File: src/rtl/gpio_seg_display_pkg.sv
// Shared definitions for the GPIO seven-segment display path.
//   disp_state_t : conversion FSM states
//   SEG_BLANK    : all segments off (active-low)
//   SEG_CODES    : active-low segment patterns for hex digits 0..F
//   dd_step      : one double-dabble step (add-3 correction, then shift left)
package display_pkg;

    localparam int unsigned NUM_DIGITS = 8;
    localparam int unsigned BCD_DIGITS = 10;
    localparam int unsigned CONV_STEPS = 32;

    localparam logic [6:0] SEG_BLANK = 7'h7F;

    localparam logic [6:0] SEG_CODES [16] = '{
        7'h40, 7'h79, 7'h24, 7'h30, 7'h19, 7'h12, 7'h02, 7'h78,
        7'h00, 7'h10, 7'h08, 7'h03, 7'h46, 7'h21, 7'h06, 7'h0E
    };

    typedef enum logic [1:0] {
        ST_IDLE,
        ST_CAPTURE,
        ST_SHIFT,
        ST_COMMIT
    } disp_state_t;

    // BCD accumulator sits above the binary working register so that one
    // left shift of the pair moves the binary MSB into BCD digit 0.
    typedef struct packed {
        logic [4*BCD_DIGITS-1:0] bcd;
        logic [31:0]             bin;
    } dd_state_t;

    function automatic dd_state_t dd_step(input dd_state_t s);
        logic [4*BCD_DIGITS-1:0] adj;
        dd_state_t               r;
        adj = s.bcd;
        for (int unsigned d = 0; d < BCD_DIGITS; d++) begin
            if (adj[4*d +: 4] >= 4'd5)
                adj[4*d +: 4] = adj[4*d +: 4] + 4'd3;
        end
        r = {adj, s.bin} << 1;
        return r;
    endfunction

endpackage

File: src/rtl/seg7_decode.sv
// Combinational 4-bit to active-low seven-segment decoder.
//   nibble : digit value 0..F
//   seg    : segment pattern, bit0 = a ... bit6 = g, active-low
module seg7_decode
    import display_pkg::*;
(
    input  logic [3:0] nibble,
    output logic [6:0] seg
);

    always_comb begin
        seg = SEG_CODES[nibble];
    end

endmodule

File: src/rtl/gpio_seg_display.sv
// Converts the CPU gpio_out value into eight active-low seven-segment
// digit patterns, in hex or unsigned decimal (sequential double-dabble).
//   clk, rst  : system clock, asynchronous active-high reset
//   value_in  : 32-bit value to display
//   dec_mode  : 0 = hexadecimal, 1 = unsigned decimal
//   hex_segs  : digit k on bits [7k+6:7k], active-low, digit 0 least significant
//   busy      : decimal conversion in progress
//   ovf       : decimal value needs more than 8 digits
module gpio_seg_display
    import display_pkg::*;
#(
    parameter bit BLANK_ZEROS = 1'b1
)
(
    input  logic                    clk,
    input  logic                    rst,
    input  logic [31:0]             value_in,
    input  logic                    dec_mode,
    output logic [7*NUM_DIGITS-1:0] hex_segs,
    output logic                    busy,
    output logic                    ovf
);

    disp_state_t state, state_next;

    logic [31:0] shown_val;
    logic        shown_mode;
    logic        shown_vld;
    dd_state_t   dd;
    dd_state_t   dd_next;
    logic [4:0]  step;
    logic        request;

    logic [3:0]              nib     [NUM_DIGITS];
    logic [6:0]              seg_raw [NUM_DIGITS];
    logic [NUM_DIGITS-1:0]   blank;
    logic [7*NUM_DIGITS-1:0] segs_next;

    assign request = !shown_vld || (value_in != shown_val) || (dec_mode != shown_mode);
    assign dd_next = dd_step(dd);

    // In hex mode the working register is never shifted, so it still holds
    // the captured value; in decimal mode the BCD accumulator holds the result.
    always_comb begin
        for (int unsigned k = 0; k < NUM_DIGITS; k++) begin
            nib[k] = shown_mode ? dd.bcd[4*k +: 4] : dd.bin[4*k +: 4];
        end
    end

    for (genvar g = 0; g < NUM_DIGITS; g++) begin : g_dec
        seg7_decode u_dec (
            .nibble (nib[g]),
            .seg    (seg_raw[g])
        );
    end

    // Scan from the top digit down; everything above the first nonzero
    // digit is blanked. Digit 0 is never blanked.
    always_comb begin
        logic seen;
        seen  = 1'b0;
        blank = '0;
        for (int unsigned i = 0; i < NUM_DIGITS - 1; i++) begin
            if (nib[NUM_DIGITS-1-i] != 4'd0)
                seen = 1'b1;
            blank[NUM_DIGITS-1-i] = BLANK_ZEROS && !seen;
        end
        segs_next = '0;
        for (int unsigned k = 0; k < NUM_DIGITS; k++) begin
            segs_next[7*k +: 7] = blank[k] ? SEG_BLANK : seg_raw[k];
        end
    end

    always_comb begin
        state_next = state;
        case (state)
            ST_IDLE:    if (request) state_next = ST_CAPTURE;
            ST_CAPTURE: state_next = dec_mode ? ST_SHIFT : ST_COMMIT;
            ST_SHIFT:   if (step == 5'(CONV_STEPS - 1)) state_next = ST_COMMIT;
            ST_COMMIT:  state_next = ST_IDLE;
            default:    state_next = ST_IDLE;
        endcase
    end

    always_ff @(posedge clk or posedge rst) begin
        if (rst)
            state <= ST_IDLE;
        else
            state <= state_next;
    end

    always_ff @(posedge clk or posedge rst) begin
        if (rst) begin
            shown_val  <= '0;
            shown_mode <= 1'b0;
            shown_vld  <= 1'b0;
            dd         <= '0;
            step       <= '0;
            hex_segs   <= '1;
            busy       <= 1'b0;
            ovf        <= 1'b0;
        end else begin
            case (state)
                ST_IDLE: begin
                    if (request)
                        busy <= dec_mode;
                end
                ST_CAPTURE: begin
                    dd.bcd     <= '0;
                    dd.bin     <= value_in;
                    shown_val  <= value_in;
                    shown_mode <= dec_mode;
                    step       <= '0;
                    busy       <= dec_mode;
                end
                ST_SHIFT: begin
                    dd   <= dd_next;
                    step <= step + 5'd1;
                end
                ST_COMMIT: begin
                    hex_segs  <= segs_next;
                    ovf       <= shown_mode && (dd.bcd[4*BCD_DIGITS-1:4*NUM_DIGITS] != '0);
                    shown_vld <= 1'b1;
                    busy      <= 1'b0;
                end
                default: ;
            endcase
        end
    end

endmodule

File: config.mk
export PLATFORM = sky130hd
export DESIGN_NAME = gpio_seg_display
export DESIGN_NICKNAME = d
export VERILOG_FILES = /design/src/rtl/gpio_seg_display_pkg.sv /design/src/rtl/seg7_decode.sv /design/src/rtl/gpio_seg_display.sv
export SDC_FILE = /design/constraint.sdc
export NUM_CORES = 1
export LEC_CHECK = 0
export BUFFER_PORTS_ARGS = -buffer_cell sky130_fd_sc_hd__buf_4
export CAP_MARGIN = 20
export CELL_PAD_IN_SITES_DETAIL_PLACEMENT = 2
export CELL_PAD_IN_SITES_GLOBAL_PLACEMENT = 2
export CORE_ASPECT_RATIO = 1.4
export CORE_UTILIZATION = 43
export CTS_CLUSTER_DIAMETER = 200
export CTS_CLUSTER_SIZE = 40
export DETAILED_ROUTE_END_ITERATION = 12
export HOLD_SLACK_MARGIN = 0.12
export PLACE_DENSITY_LB_ADDON = 0.1
export SLEW_MARGIN = 40
export SYNTH_ARGS = -nofsm -noshare
export SYNTH_HDL_FRONTEND = slang
export SYNTH_HIERARCHICAL = 1
export SYNTH_SLANG_ARGS = --single-unit
File: constraint.sdc
create_clock -name clk -period 13.5 [get_ports clk]
set_input_delay 1.35 -clock clk [delete_from_list [all_inputs] [get_ports clk]]
set_output_delay 1.35 -clock clk [all_outputs]
set_load 0.01 [all_outputs]
==> flow_metrics.env <==
export IMPL_vias=8089
export IMPL_die_width_um=135
export IMPL_r2r_start="state[0]"
export IMPL_dr_pass1_iters=4
export IMPL_clk_pin_slew_worst_paths_ps=70
export IMPL_status="completed"
export IMPL_drc=0
export IMPL_max_freq_mhz=342
export IMPL_min_period_ps=2930
export IMPL_multi_input_area_sq_um=5790
export IMPL_cts_hold_buf=0
export IMPL_netlist_area_sq_um=10700
export IMPL_crit_arrival_ps=3260
export IMPL_insertion_delay_ps=450
export IMPL_cts_resized=0
export IMPL_synth_edf_count=0
export IMPL_intPower_mw=1.84
export IMPL_p_leak_nw=5.11
export IMPL_fin_nets=1197
export IMPL_synth_area_mux_share_pct=16.1
export IMPL_drv_slew=0
export IMPL_regArea_sq_um=4350
export IMPL_cts_setup_buffers=0
export IMPL_grt_max_degree=98
export IMPL_regToRegEndpoint="state[1]"
export IMPL_grt_usage_pct=25.3
export IMPL_syn_nets=1136
export IMPL_start_kind="register"
export IMPL_synthAdderAreaFrac_pct=9.96
export IMPL_cp_startpoint="state[0]"
export IMPL_drive_gt1_share_pct=26.8
export IMPL_rrSetupSlack_ps=10570
export IMPL_maxCapViolCount=0
export IMPL_synth_top_cell_area_share_pct=26.9
export IMPL_rsz0062_at_grt="false"
export IMPL_gp_congestion=0.786
export IMPL_grt_ovfl_total=0
export IMPL_tightest_slew_ps=788
export IMPL_synth_compound_area_share_pct=14.9
export IMPL_die_area_sq_um=25500
export IMPL_holdCritStartpoint="shown_vld"
export IMPL_grt_pass1_wl_um=49300
export IMPL_clock_path_buffers=2
export IMPL_coreArea_sq_um=24100
export IMPL_start_util_pct=44.2
export IMPL_synth_seq_cells=171
export IMPL_drt_iter0_markers=373
export IMPL_power_mw=3.23
export IMPL_hold_class="register to register"
export IMPL_yosys_warnings=6
export IMPL_setup_viol=0
export IMPL_power_frac_seq_pct=30.2
export IMPL_die_h_um=188
export IMPL_p_per_area_nw_per_um2=266
export IMPL_clkPwrFrac_pct=16.2
export IMPL_fin_crit_sh_pct=21.7
export IMPL_synth_simple_area_share_pct=9.12
export IMPL_path_class="register to register"
export IMPL_setup_tns_ps=0
export IMPL_synth_top_cell_by_area="dfrtp_1"
export IMPL_antenna_found_initial=0
export IMPL_synth_most_common_cell="dfrtp_1"
export IMPL_grt_pass1_vias=8863
export IMPL_yosys_top_cells_area="dfrtp_1 (27%), dfstp_2 (14%), ha_1 (10%), mux2_2 (8.6%), mux2i_1 (5.5%)"
export IMPL_cts_max_level=4
export IMPL_switching_share_pct=42.9
export IMPL_synth_top_family_by_area="multiplexers"
export IMPL_cts_tree="done"
export IMPL_synth_ff_type="dfrtp_1"
export IMPL_maxSlewHeadroom_pct=47.5
export IMPL_endpoint_kind="register"
export IMPL_netlist_instances=1016
export IMPL_vias_per_cell=5.78
export IMPL_rows=67
export IMPL_cts_sinks=171
export IMPL_crit_required_ps=13830
export IMPL_ys_seq_area_share_pct=40.7
export IMPL_synthTopCellsByCount="dfrtp_1 (115), nor2_1 (89), ha_1 (85)"
export IMPL_whs_path_depth=1
export IMPL_post_dp_hpwl_um=20800
export IMPL_synthArstFlopShare_pct=100
export IMPL_hold_viol_final=0
export IMPL_num_io_pins=93
export IMPL_syn_area_per_cell_sq_um=10.5
export IMPL_switching_power_mw=1.38
export IMPL_cts_root_buf="clkbuf_16"
export IMPL_pwr_share_comb_pct=53.6
export IMPL_synth_xor_area_share_pct=3.94
export IMPL_wirelength_um=30500
export IMPL_num_antenna_cells=0
export IMPL_syn_to_final_growth_pct=13.8
export IMPL_fin_skew_ps=11.9
export IMPL_port_buffers=92
export IMPL_worstRegToRegCells=7
export IMPL_wl_per_cell_um=21.8
export IMPL_fillers=2521
export IMPL_hold_end="shown_vld"
export IMPL_synth_cell_types=58
export IMPL_cp_max_fo=35
export IMPL_peakVddDrop_mv=0.271
export IMPL_cts_buffers=17
export IMPL_ant_nets=0
==> cells in the final DEF, fill, tap and decap left out, types with 3 or more instances in the layout <==
master | synthesis | final
nor3_1 | 9 | 9
nand3_1 | 9 | 9
nor4_1 | 5 | 5
dfrtp_1 | 115 | 114
inv_6 | 0 | 3
mux4_1 | 6 | 6
or3b_1 | 6 | 6
o21a_1 | 3 | 3
buf_4 | 1 | 96
a21oi_1 | 67 | 67
o22a_1 | 42 | 42
o22ai_1 | 34 | 34
dfstp_2 | 56 | 56
bufinv_16 | 0 | 3
or2_2 | 3 | 3
nor2_1 | 89 | 89
and2b_2 | 6 | 6
nand4_1 | 8 | 8
clkinv_4 | 0 | 3
xnor2_1 | 46 | 46
o21ai_0 | 33 | 33
o31ai_1 | 4 | 4
or4_1 | 3 | 3
nand2b_1 | 13 | 13
clkbuf_16 | 0 | 17
o21ai_1 | 8 | 8
ha_1 | 85 | 82
mux2i_1 | 59 | 59
o32ai_1 | 5 | 5
a31oi_1 | 12 | 12
a22o_1 | 12 | 12
mux2_2 | 82 | 82
inv_1 | 69 | 68
a32o_1 | 9 | 9
nand2_1 | 33 | 33
==> power by group through the flow <==
| stage | Combinational [mW] | Sequential [mW] | Clock, mW |
|---|---|---|---|
| 2_1_floorplan | 1.27 | 0.927 | 0 |
| 3_3_place_gp | 1.65 | 0.963 | 0 |
| 3_5_place_dp | 1.72 | 0.978 | 0 |
| 4_1_cts | 1.75 | 0.976 | 0.535 |
| 5_1_grt | 1.90 | 0.997 | 0.551 |
| 6_report | 1.73 | 0.974 | 0.524 |
==> stage by stage <==
stage	setup slack [ps]	utilization [%]	std cells	cell area [sq um]	hold WS, ps
3_3_place_gp	10210	47.8	1368	11500	454
6_report	10570	50.3	1400	12200	492
2_1_floorplan	7610	-	1016	10700	438
4_1_cts	10570	50.3	1400	12200	492
3_5_place_dp	10520	47.8	1368	11500	468
5_1_grt	10480	50.3	1400	12200	512
==> flip-flops by register name, summed over array words and instances (netlist names) <==
| name | cells |
|---|---|
| shown_mode | 1 |
| step | 5 |
| dd | 72 |
| state | 2 |
| hex_segs | 56 |
| ovf | 1 |
| busy | 1 |
| shown_val | 32 |
| shown_vld | 1 |
==> critical path, stage by stage (launching register included) <==
cell and delay (ps):
dfrtp_1 430, inv_1 220, ha_2 210, buf_4 480
inv_1 520, nor2_1 490, a31oi_1 100, mux2_2 310
==> how the worst max path moves through the flow <==
stage	to	slack [ps]	cells past startpoint
floorplan	busy	7610	1
global placement	shown_mode	10210	3
detailed placement	busy	10520	6
CTS	state[1]	10570	7
global route	state[1]	10480	7
finish	state[1]	10570	7
==> layer usage <==
| metal | up-vias | wire (um) | part of all wire (%) | global-route usage [%] |
|---|---|---|---|---|
| met1 | 4193 | 12900 | 42 | 30.0 |
| met4 | 0 | 691 | 2.3 | 8.82 |
| met3 | 43 | 553 | 1.8 | 3.26 |
| li1 | 3738 | - | - | - |
| met5 | - | 0 | 0 | 0 |
| met2 | 115 | 16400 | 54 | 46.1 |
==> layout make-up <==
cell class / count / share of cell area, %
sequential: 171 / 35.8
clock buffer: 19 / 3.64
inverter: 70 / 2.22
tap: 310 / 3.19
multi-input combinational: 719 / 47.6
clock inverter: 13 / 1.37
timing repair buffer: 98 / 6.12
==> kinds of logic (layout without fill, tap and decap cells) <==
family / Yosys count / after routing
buffers and inverters: 126 / 200
muxes: 151 / 151
AOI/OAI and AO/OA: 239 / 239
and+or+nand+nor: 196 / 196
xor gates and xnor gates: 48 / 48
DFF: 171 / 171
adders and majority gates: 85 / 85
Power figures use the tool's default switching activity.
